File: config.mk
export PLATFORM = sky130hd
export DESIGN_NAME = lut_config_loader_flat
export DESIGN_NICKNAME = d
export VERILOG_FILES = /design/src/rtl/lut_config_loader_if.sv /design/src/rtl/lut_config_loader.sv /design/src/flat_wrapper.sv
export SDC_FILE = /design/constraint.sdc
export NUM_CORES = 1
export LEC_CHECK = 0
export CAP_MARGIN = 0
export CORE_UTILIZATION = 55
export CTS_CLUSTER_SIZE = 28
export DETAILED_ROUTE_END_ITERATION = 10
export GPL_ROUTABILITY_DRIVEN = 0
export PLACE_DENSITY = 0.81
export SLEW_MARGIN = 25
export SYNTH_ARGS = -nofsm -noshare
export SYNTH_HDL_FRONTEND = slang
export SYNTH_SLANG_ARGS = --single-unit
export TNS_END_PERCENT = 10
File: constraint.sdc
create_clock -name config_clk -period 5.5 [get_ports config_clk]
set_input_delay 1.1 -clock config_clk [delete_from_list [all_inputs] [get_ports config_clk]]
set_output_delay 1.1 -clock config_clk [all_outputs]
set_load 0.01 [all_outputs]
File: src/rtl/lut_config_loader_if.sv
// Host-side word streams of the LUT configuration loader: configuration words
// in (valid/ready) and readback words out (valid/ready).
`timescale 1ns/1ps
interface lut_config_loader_if #(
    parameter int WORD_WIDTH = 8
);
    logic [WORD_WIDTH-1:0] in_data;
    logic                  in_valid;
    logic                  in_ready;
    logic [WORD_WIDTH-1:0] out_data;
    logic                  out_valid;
    logic                  out_ready;

    modport master (
        output in_data, in_valid, out_ready,
        input  in_ready, out_data, out_valid
    );

    modport slave (
        input  in_data, in_valid, out_ready,
        output in_ready, out_data, out_valid
    );
endinterface

File: src/rtl/lut_config_loader.sv
// Streams host words into a LUT configuration shift chain frame by frame and
// optionally packs the displaced chain contents back into host words.
`timescale 1ns/1ps
module lut_config_loader #(
    parameter int FRAME_WIDTH  = 1,
    parameter int CHAIN_FRAMES = 16,
    parameter int WORD_WIDTH   = 8
) (
    input  logic                   config_clk,
    input  logic                   reset,
    input  logic                   start,
    input  logic                   readback,
    lut_config_loader_if.slave     host,
    output logic                   config_en,
    output logic [FRAME_WIDTH-1:0] config_in,
    input  logic [FRAME_WIDTH-1:0] config_out,
    output logic                   busy,
    output logic                   done
);
    localparam int unsigned WPF = WORD_WIDTH / FRAME_WIDTH;
    localparam int          FCW = $clog2(CHAIN_FRAMES + 1);
    localparam int          KCW = $clog2(WPF + 1);

    typedef enum logic [1:0] {
        S_IDLE  = 2'd0,
        S_LOAD  = 2'd1,
        S_SHIFT = 2'd2,
        S_DONE  = 2'd3
    } state_t;

    state_t                state_q, state_d;
    logic [FCW-1:0]        frame_cnt_q, frame_cnt_d;
    logic [KCW-1:0]        word_cnt_q, word_cnt_d;
    logic [KCW-1:0]        cap_cnt_q, cap_cnt_d;
    logic [WORD_WIDTH-1:0] word_q, word_d;
    logic [WORD_WIDTH-1:0] cap_q, cap_d;
    logic [WORD_WIDTH-1:0] out_data_q, out_data_d;
    logic                  out_valid_q, out_valid_d;
    logic                  rb_q, rb_d;
    logic                  shift_s;
    logic [WORD_WIDTH-1:0] cap_next_s;

    // A shift happens only in SHIFT with frames left and no readback word blocked at the host.
    assign shift_s = (state_q == S_SHIFT) && (frame_cnt_q != FCW'(0))
                     && !(out_valid_q && !host.out_ready);

    // State register and datapath registers.
    always_ff @(posedge config_clk or negedge reset) begin
        if (!reset) begin
            state_q     <= S_IDLE;
            frame_cnt_q <= FCW'(0);
            word_cnt_q  <= KCW'(0);
            cap_cnt_q   <= KCW'(0);
            word_q      <= WORD_WIDTH'(0);
            cap_q       <= WORD_WIDTH'(0);
            out_data_q  <= WORD_WIDTH'(0);
            out_valid_q <= 1'b0;
            rb_q        <= 1'b0;
        end else begin
            state_q     <= state_d;
            frame_cnt_q <= frame_cnt_d;
            word_cnt_q  <= word_cnt_d;
            cap_cnt_q   <= cap_cnt_d;
            word_q      <= word_d;
            cap_q       <= cap_d;
            out_data_q  <= out_data_d;
            out_valid_q <= out_valid_d;
            rb_q        <= rb_d;
        end
    end

    // Next-state, frame sequencing and readback packing.
    always_comb begin
        state_d     = state_q;
        frame_cnt_d = frame_cnt_q;
        word_cnt_d  = word_cnt_q;
        cap_cnt_d   = cap_cnt_q;
        word_d      = word_q;
        cap_d       = cap_q;
        out_data_d  = out_data_q;
        out_valid_d = out_valid_q;
        rb_d        = rb_q;
        cap_next_s  = cap_q;

        for (int k = 0; k < int'(WPF); k++) begin
            if (cap_cnt_q == KCW'(k)) begin
                cap_next_s[k*FRAME_WIDTH +: FRAME_WIDTH] = config_out;
            end else begin
                cap_next_s[k*FRAME_WIDTH +: FRAME_WIDTH] = cap_q[k*FRAME_WIDTH +: FRAME_WIDTH];
            end
        end

        case (state_q)
            S_IDLE: begin
                if (start) begin
                    state_d     = S_LOAD;
                    frame_cnt_d = FCW'(CHAIN_FRAMES);
                    rb_d        = readback;
                    cap_d       = WORD_WIDTH'(0);
                    cap_cnt_d   = KCW'(0);
                end else begin
                    state_d = S_IDLE;
                end
            end
            S_LOAD: begin
                if (host.in_valid) begin
                    word_d  = host.in_data;
                    state_d = S_SHIFT;
                    // The final word may carry fewer live frames than it holds.
                    if (32'(frame_cnt_q) < WPF) begin
                        word_cnt_d = KCW'(frame_cnt_q);
                    end else begin
                        word_cnt_d = KCW'(WPF);
                    end
                end else begin
                    state_d = S_LOAD;
                end
            end
            S_SHIFT: begin
                if (shift_s) begin
                    word_d      = word_q >> FRAME_WIDTH;
                    frame_cnt_d = frame_cnt_q - FCW'(1);
                    word_cnt_d  = word_cnt_q - KCW'(1);
                    if (word_cnt_q != KCW'(1)) begin
                        state_d = S_SHIFT;
                    end else if (frame_cnt_q != FCW'(1)) begin
                        state_d = S_LOAD;
                    end else if (rb_q) begin
                        state_d = S_SHIFT;
                    end else begin
                        state_d = S_DONE;
                    end
                end else if ((frame_cnt_q == FCW'(0)) && (!out_valid_q || host.out_ready)) begin
                    state_d = S_DONE;
                end else begin
                    state_d = S_SHIFT;
                end
            end
            S_DONE: begin
                state_d = S_IDLE;
            end
            default: begin
                state_d = S_IDLE;
            end
        endcase

        if (host.out_ready) begin
            out_valid_d = 1'b0;
        end else begin
            out_valid_d = out_valid_q;
        end

        // A new capture word may land in the same cycle the previous one is taken.
        if (shift_s && rb_q) begin
            if ((cap_cnt_q == KCW'(WPF - 1)) || (frame_cnt_q == FCW'(1))) begin
                out_data_d  = cap_next_s;
                out_valid_d = 1'b1;
                cap_d       = WORD_WIDTH'(0);
                cap_cnt_d   = KCW'(0);
            end else begin
                cap_d     = cap_next_s;
                cap_cnt_d = cap_cnt_q + KCW'(1);
            end
        end else begin
            cap_d = cap_q;
        end
    end

    assign config_en      = shift_s;
    assign config_in      = shift_s ? word_q[FRAME_WIDTH-1:0] : FRAME_WIDTH'(0);
    assign busy           = (state_q != S_IDLE);
    assign done           = (state_q == S_DONE);
    assign host.in_ready  = (state_q == S_LOAD);
    assign host.out_data  = out_data_q;
    assign host.out_valid = out_valid_q;
endmodule

File: src/flat_wrapper.sv
// flat-port wrapper written by rule: the top's interface ports become plain ports
module lut_config_loader_flat 
#(
    parameter int FRAME_WIDTH  = 1,
    parameter int CHAIN_FRAMES = 16,
    parameter int WORD_WIDTH   = 8
)
  (config_clk, reset, start, readback, config_en, config_in, config_out, busy, done, host_in_data, host_in_valid, host_out_ready, host_in_ready, host_out_data, host_out_valid);
  lut_config_loader_if #(.WORD_WIDTH(WORD_WIDTH)) host_i ();
  input  logic config_clk;
  input  logic reset;
  input  logic start;
  input  logic readback;
  output logic config_en;
  output logic [FRAME_WIDTH-1:0] config_in;
  input  logic [FRAME_WIDTH-1:0] config_out;
  output logic busy;
  output logic done;
  input wire logic [$bits(host_i.in_data)-1:0] host_in_data;
  input wire logic [$bits(host_i.in_valid)-1:0] host_in_valid;
  input wire logic [$bits(host_i.out_ready)-1:0] host_out_ready;
  output wire logic [$bits(host_i.in_ready)-1:0] host_in_ready;
  output wire logic [$bits(host_i.out_data)-1:0] host_out_data;
  output wire logic [$bits(host_i.out_valid)-1:0] host_out_valid;
  assign host_i.in_data = host_in_data;
  assign host_i.in_valid = host_in_valid;
  assign host_i.out_ready = host_out_ready;
  assign host_in_ready = host_i.in_ready;
  assign host_out_data = host_i.out_data;
  assign host_out_valid = host_i.out_valid;
  lut_config_loader #(.FRAME_WIDTH(FRAME_WIDTH), .CHAIN_FRAMES(CHAIN_FRAMES), .WORD_WIDTH(WORD_WIDTH)) u_core (.config_clk(config_clk), .reset(reset), .start(start), .readback(readback), .host(host_i), .config_en(config_en), .config_in(config_in), .config_out(config_out), .busy(busy), .done(done));
endmodule
* Yosys cells after proc, flatten, opt, wreduce, memory -nomap -nowiden
Index checks and enable logic that the tools add are counted. Widths: inputs -> output; s select.
Operators by class: $add $sub $neg 3, order comparisons 1, eq/ne operators 16, mux-type cells 35, reductions and logical operators 24
Operators with widths (count):
- $mux 4 | 7
- $mux 8 | 3
- $eq 4x3->1 const B | 4
- $pmux 8 s2 | 1
- $mux 1 | 15
- $mux 5 | 2
- $pmux 5 s2 | 1
- $reduce_bool 2->1 | 5
- $eq 4x2->1 const B | 2
- $mux 2 | 4
- $pmux 2 s4 | 1
- $pmux 4 s2 | 1
- $reduce_and 2->1 | 3
- $reduce_and 3->1 | 2
- $eq 5x1->1 const B | 1
- $logic_and 1x1->1 | 5
- $logic_not 5->1 | 1
- $lt 5x4->1 const B | 1
- $ne 5x1->1 const B | 1
- $reduce_bool 5->1 | 1
- $sub 5x1->5 const B | 1
- $add 4x1->4 const B | 1
- $eq 2x2->1 const B | 2
- $eq 4x1->1 const B | 1
- 9 further kinds | 13
Storage, ports and cells: bits in registers 41, bits of input ports 15, output and inout bits 14

* Longest topological paths before layout
depth in word-level cells 7, gate-level depth with buffers 9, depth with buffers taken out 6

* Worst setup path before layout
Ideal clock, no wire load.
path kind input-to-output, start point input host_out_ready, end point output config_in, arrival 1.905 ns, slack 2.495 ns, stages 5, path buffers 1, cell sequence nand2b_1 clkbuf_1 nand3_1 inv_1 and2_1
On the way: cells in the longest elaborated chain, start to end 5
RTL lines:
- from (decl) | RTL line flat_wrapper.sv:21 | input wire logic [$bits(host_i.out_ready)-1:0] host_out_ready;
- $logic_not 1->1 | RTL line lut_config_loader.sv:45 | && !(out_valid_q && !host.out_ready);
- $logic_and 1x1->1 | RTL line lut_config_loader.sv:45
- $logic_not 1->1 | RTL line lut_config_loader.sv:45
- $logic_and 1x1->1 | RTL line lut_config_loader.sv:45
- via config_en | RTL line flat_wrapper.sv:14 | output logic config_en;
- $mux 1 | RTL line lut_config_loader.sv:170 | assign config_in = shift_s ? word_q[FRAME_WIDTH-1:0] : FRAME_WIDTH'(0);
- to (decl) | RTL line flat_wrapper.sv:15 | output logic [FRAME_WIDTH-1:0] config_in;
The timed path passes the listed nets, and every way through them passes these cells.

* Worst setup path after layout
start point input host_out_ready, end point output config_in
On the way: cells in the longest elaborated chain, start to end 5
RTL lines (RTL line):
- $logic_not 1->1 | lut_config_loader.sv:45
- $logic_and 1x1->1 | lut_config_loader.sv:45
- $logic_not 1->1 | lut_config_loader.sv:45
- $logic_and 1x1->1 | lut_config_loader.sv:45
- $mux 1 | lut_config_loader.sv:170
No other way between the ends.

==> flow_metrics.tcl <==
set metrics [dict create \
    netlist_instances 228 \
    grt_use_total_pct 24.1 \
    fp.dieW_um 65.1 \
    core_area_sq_um 3740 \
    worst_pin_slew_ns 0.722 \
    grt_max_degree 42 \
    drt-pass1-iter-count 4 \
    clockPowerShare_pct 23.9 \
    ys_ff_latch 41 \
    remaining_drc_errors 0 \
    portBuffers 28 \
    p_seq_share_pct 39.2 \
    status "finished clean" \
    clk_pin_slew_ns 0.08 \
    fin_nets 275 \
    dp_hpwl_mm 2.99 \
    die_h_um 65.1 \
    tritoncts "yes" \
    dpl_cell_area_sq_um 2460 \
    place_ws_ns 1.55 \
    antenna_found_initial 0 \
    peakVddDrop_v 0.000352 \
    ant_nets 0 \
    cp.required_ns 4.40 \
    crit_path_end_kind "output port" \
    path_cells "clkdlybuf4s50_1, nand2b_1, nand3_1, inv_1, and2_1, clkdlybuf4s50_1" \
    clk-insertion-delay-late_ns 0.31 \
    period_share_pct 72.3 \
    power_frac_comb_pct 36.9 \
    drt_iter0_markers 81 \
    critPathMaxStageDelay_ns 0.53 \
    grtUsageMet3_pct 5.03 \
    vias 1704 \
    power_leakage_uw 0.00118 \
    grt_overflow_total 0 \
    maxSlewViolCount 0 \
    internal_power_uw 785 \
    cp-start-kind "input pin" \
    met2_usage_pct 42.6 \
    relSlewSlack_pct 51.8 \
    netlist_area_sq_um 2190 \
    cp_data_arrival_time_ns 2.87 \
    setup_viol 0 \
    grt_pass1_wl_mm 7.61 \
    cts_resized 0 \
    holdBufCountCts 0 \
    via_per_inst 5.68 \
    routedWlPerCell_um 14.7 \
    final.setup.tns_ns 0 \
    numCtsBuffers 5 \
    start_util_pct 58.5 \
    syn_area_per_cell_sq_um 9.61 \
    fmax_mhz 252 \
    swShare_pct 36.3 \
    pin_count 29 \
    power.switching_uw 447 \
    fp-row-count 22 \
    die_area_sq_um 4240 \
    cellPowerDensity_nw_per_um2 475 \
    synth.distinct_cells 39 \
    crit_top_cell "clkdlybuf4s50_1" \
    diodes 0 \
    crit_type "in2out" \
    cts.sinks 41 \
    grt_util_met1_pct 28.4 \
    maxCapViolCount 0 \
    ys_seq_area_share_pct 46.8 \
    layout_setup_ws_ns 1.53 \
    drive_above_1_share_pct 7.14 \
    cts_max_level 2 \
    post-route-min-period_ns 3.97 \
    clock_path_buffers 2 \
    rsz0062_at_grt "no" \
    clock_skew_ns 0.00595 \
    cts_root_buf "clkbuf_8" \
    critPathMaxFanout 7 \
    area_growth_pct 18.3 \
    hold_class "reg2reg" \
    busiest_layer "met2" \
    syn_nets 252 \
    routed_wl_mm 4.40 \
    first_global_vias 1691 \
    finalHoldViolations 0 \
    crit_slowest_cell "clkdlybuf4s50_1" \
    final_design_area_no_fill_sq_um 2590 \
    cts_setup_buffers 0 \
    synth_warnings 0 \
]
## placed cells by master, fill, tap and decap left out, types with 2 or more instances in the layout
cell type / instances
nand3_1: 9
o22ai_1: 7
nor2_1: 10
ha_1: 9
o22a_1: 2
clkdlybuf4s50_1: 27
clkbuf_8: 5
o21ai_0: 29
nor2b_1: 4
xor2_1: 2
o31ai_1: 3
mux2i_1: 16
nand2b_1: 2
bufinv_16: 2
inv_1: 15
and2_1: 4
nand4_1: 2
buf_4: 3
nand2_1: 24
nor3_1: 5
dfrtp_1: 41
a21oi_1: 13
## cells by family (layout without fill, tap and decap cells)
kind of cell               Yosys count  after routing  synth area share, %
and+or+nand+nor                     70             70                 17.4
AOI/OAI and AO/OA                   60             60                 15.6
DFF                                 41             41                 46.8
buffers and inverters               29             53                 6.45
muxes                               16             16                 7.31
adders and majority gates            9              9                 5.14
xor gates and xnor gates             3              3                 1.20
## worst max-delay path, delay by kind of cell
family	cells	cell delay [ns]
buffers and inverters	3	1.14
AND/OR/NAND/NOR	3	0.64
## flip-flops by register name, summed over array words and instances, names as in the netlist
signal / cells
u_core.host.out_data: 8
u_core.host.out_valid: 1
u_core.frame_cnt_q: 5
u_core.rb_q: 1
u_core.cap_q: 8
u_core.cap_cnt_q: 4
u_core.state_q: 2
u_core.word_cnt_q: 4
u_core.word_q: 8
## power by group through the flow
stage	Combinational (uW)	Clock (uW)	Sequential (uW)
finish	454	294	483
detailed placement	453	0	488
floorplan	338	0	469
global route	521	305	497
global placement	442	0	481
CTS	459	295	481
## worst paths after layout
check | startpoint | to | slack, ns | cells past startpoint
max in group asynchronous | reset | u_core.word_q[5] | 4.39 | 1
min reg2reg | u_core.word_q[0] | u_core.word_q[0] | 0.49 | 2
max | host_out_ready | config_in | 1.53 | 6
min in group asynchronous | reset | u_core.host.out_data[1] | 0.75 | 1
min | u_core.word_q[0] | u_core.word_q[0] | 0.49 | 2
max reg2reg | u_core.frame_cnt_q[0] | u_core.word_cnt_q[3] | 3.37 | 6
## Yosys cell counts
cell | number | share of area [%]
nor4b_2 | 1 | 0.69
nor3b_1 | 1 | 0.34
o22ai_1 | 7 | 2.0
o31a_1 | 1 | 0.40
nand4_1 | 2 | 0.57
mux2i_1 | 16 | 7.3
buf_1 | 1 | 0.17
nand2b_1 | 2 | 0.57
o211a_1 | 1 | 0.46
inv_1 | 15 | 2.6
o211ai_1 | 1 | 0.34
buf_2 | 2 | 0.46
xor2_1 | 2 | 0.80
nand4_2 | 1 | 0.57
a21oi_1 | 13 | 3.0
nand3_1 | 9 | 2.1
nand3_2 | 1 | 0.46
or3b_2 | 1 | 0.40
nand2_1 | 24 | 4.1
o21ai_0 | 29 | 6.6
clkbuf_1 | 7 | 1.2
nand2b_4 | 1 | 0.63
nand3b_1 | 1 | 0.34
xnor2_1 | 1 | 0.40
and2_1 | 4 | 1.1
a31oi_1 | 1 | 0.29
a211oi_1 | 1 | 0.34
or4b_4 | 1 | 0.63
ha_1 | 9 | 5.1
dfrtp_1 | 41 | 47
nor2_1 | 10 | 1.7
o31ai_1 | 3 | 1.0
nor4b_1 | 1 | 0.40
nor2b_1 | 4 | 1.1
and4_4 | 1 | 0.51
buf_6 | 4 | 2.1
o22a_1 | 2 | 0.80
a221oi_1 | 1 | 0.40
nor3_1 | 5 | 1.1
## through the flow
stage               hold slack, ns  total power [uW]  cells  utilization (%)
detailed placement           0.472               941    292             65.6
global route                 0.516              1320    300             69.3
floorplan                    0.442               807    228                -
global placement             0.456               922    292             65.6
finish                       0.489              1230    300             69.3
CTS                          0.491              1230    300             69.2
## final cells by class
| type | count | area [sq um] |
|---|---|---|
| Sequential cell | 41 | 1030 |
| Timing Repair Buffer | 30 | 293 |
| Multi-Input combinational cell | 158 | 1020 |
| Clock buffer | 5 | 68.8 |
| Clock inverter | 3 | 65.1 |
| Fill cell | 300 | 1150 |
| Tap cell | 48 | 60.1 |
| Inverter | 15 | 56.3 |
## layer usage
metal  wire length, um  vias to the layer above
met4                81                        0
met5                 0                        -
met2              2170                       40
li1                  -                      840
met3               204                        8
met1              1940                      816
No activity file was read; power rests on OpenSTA's default activity.
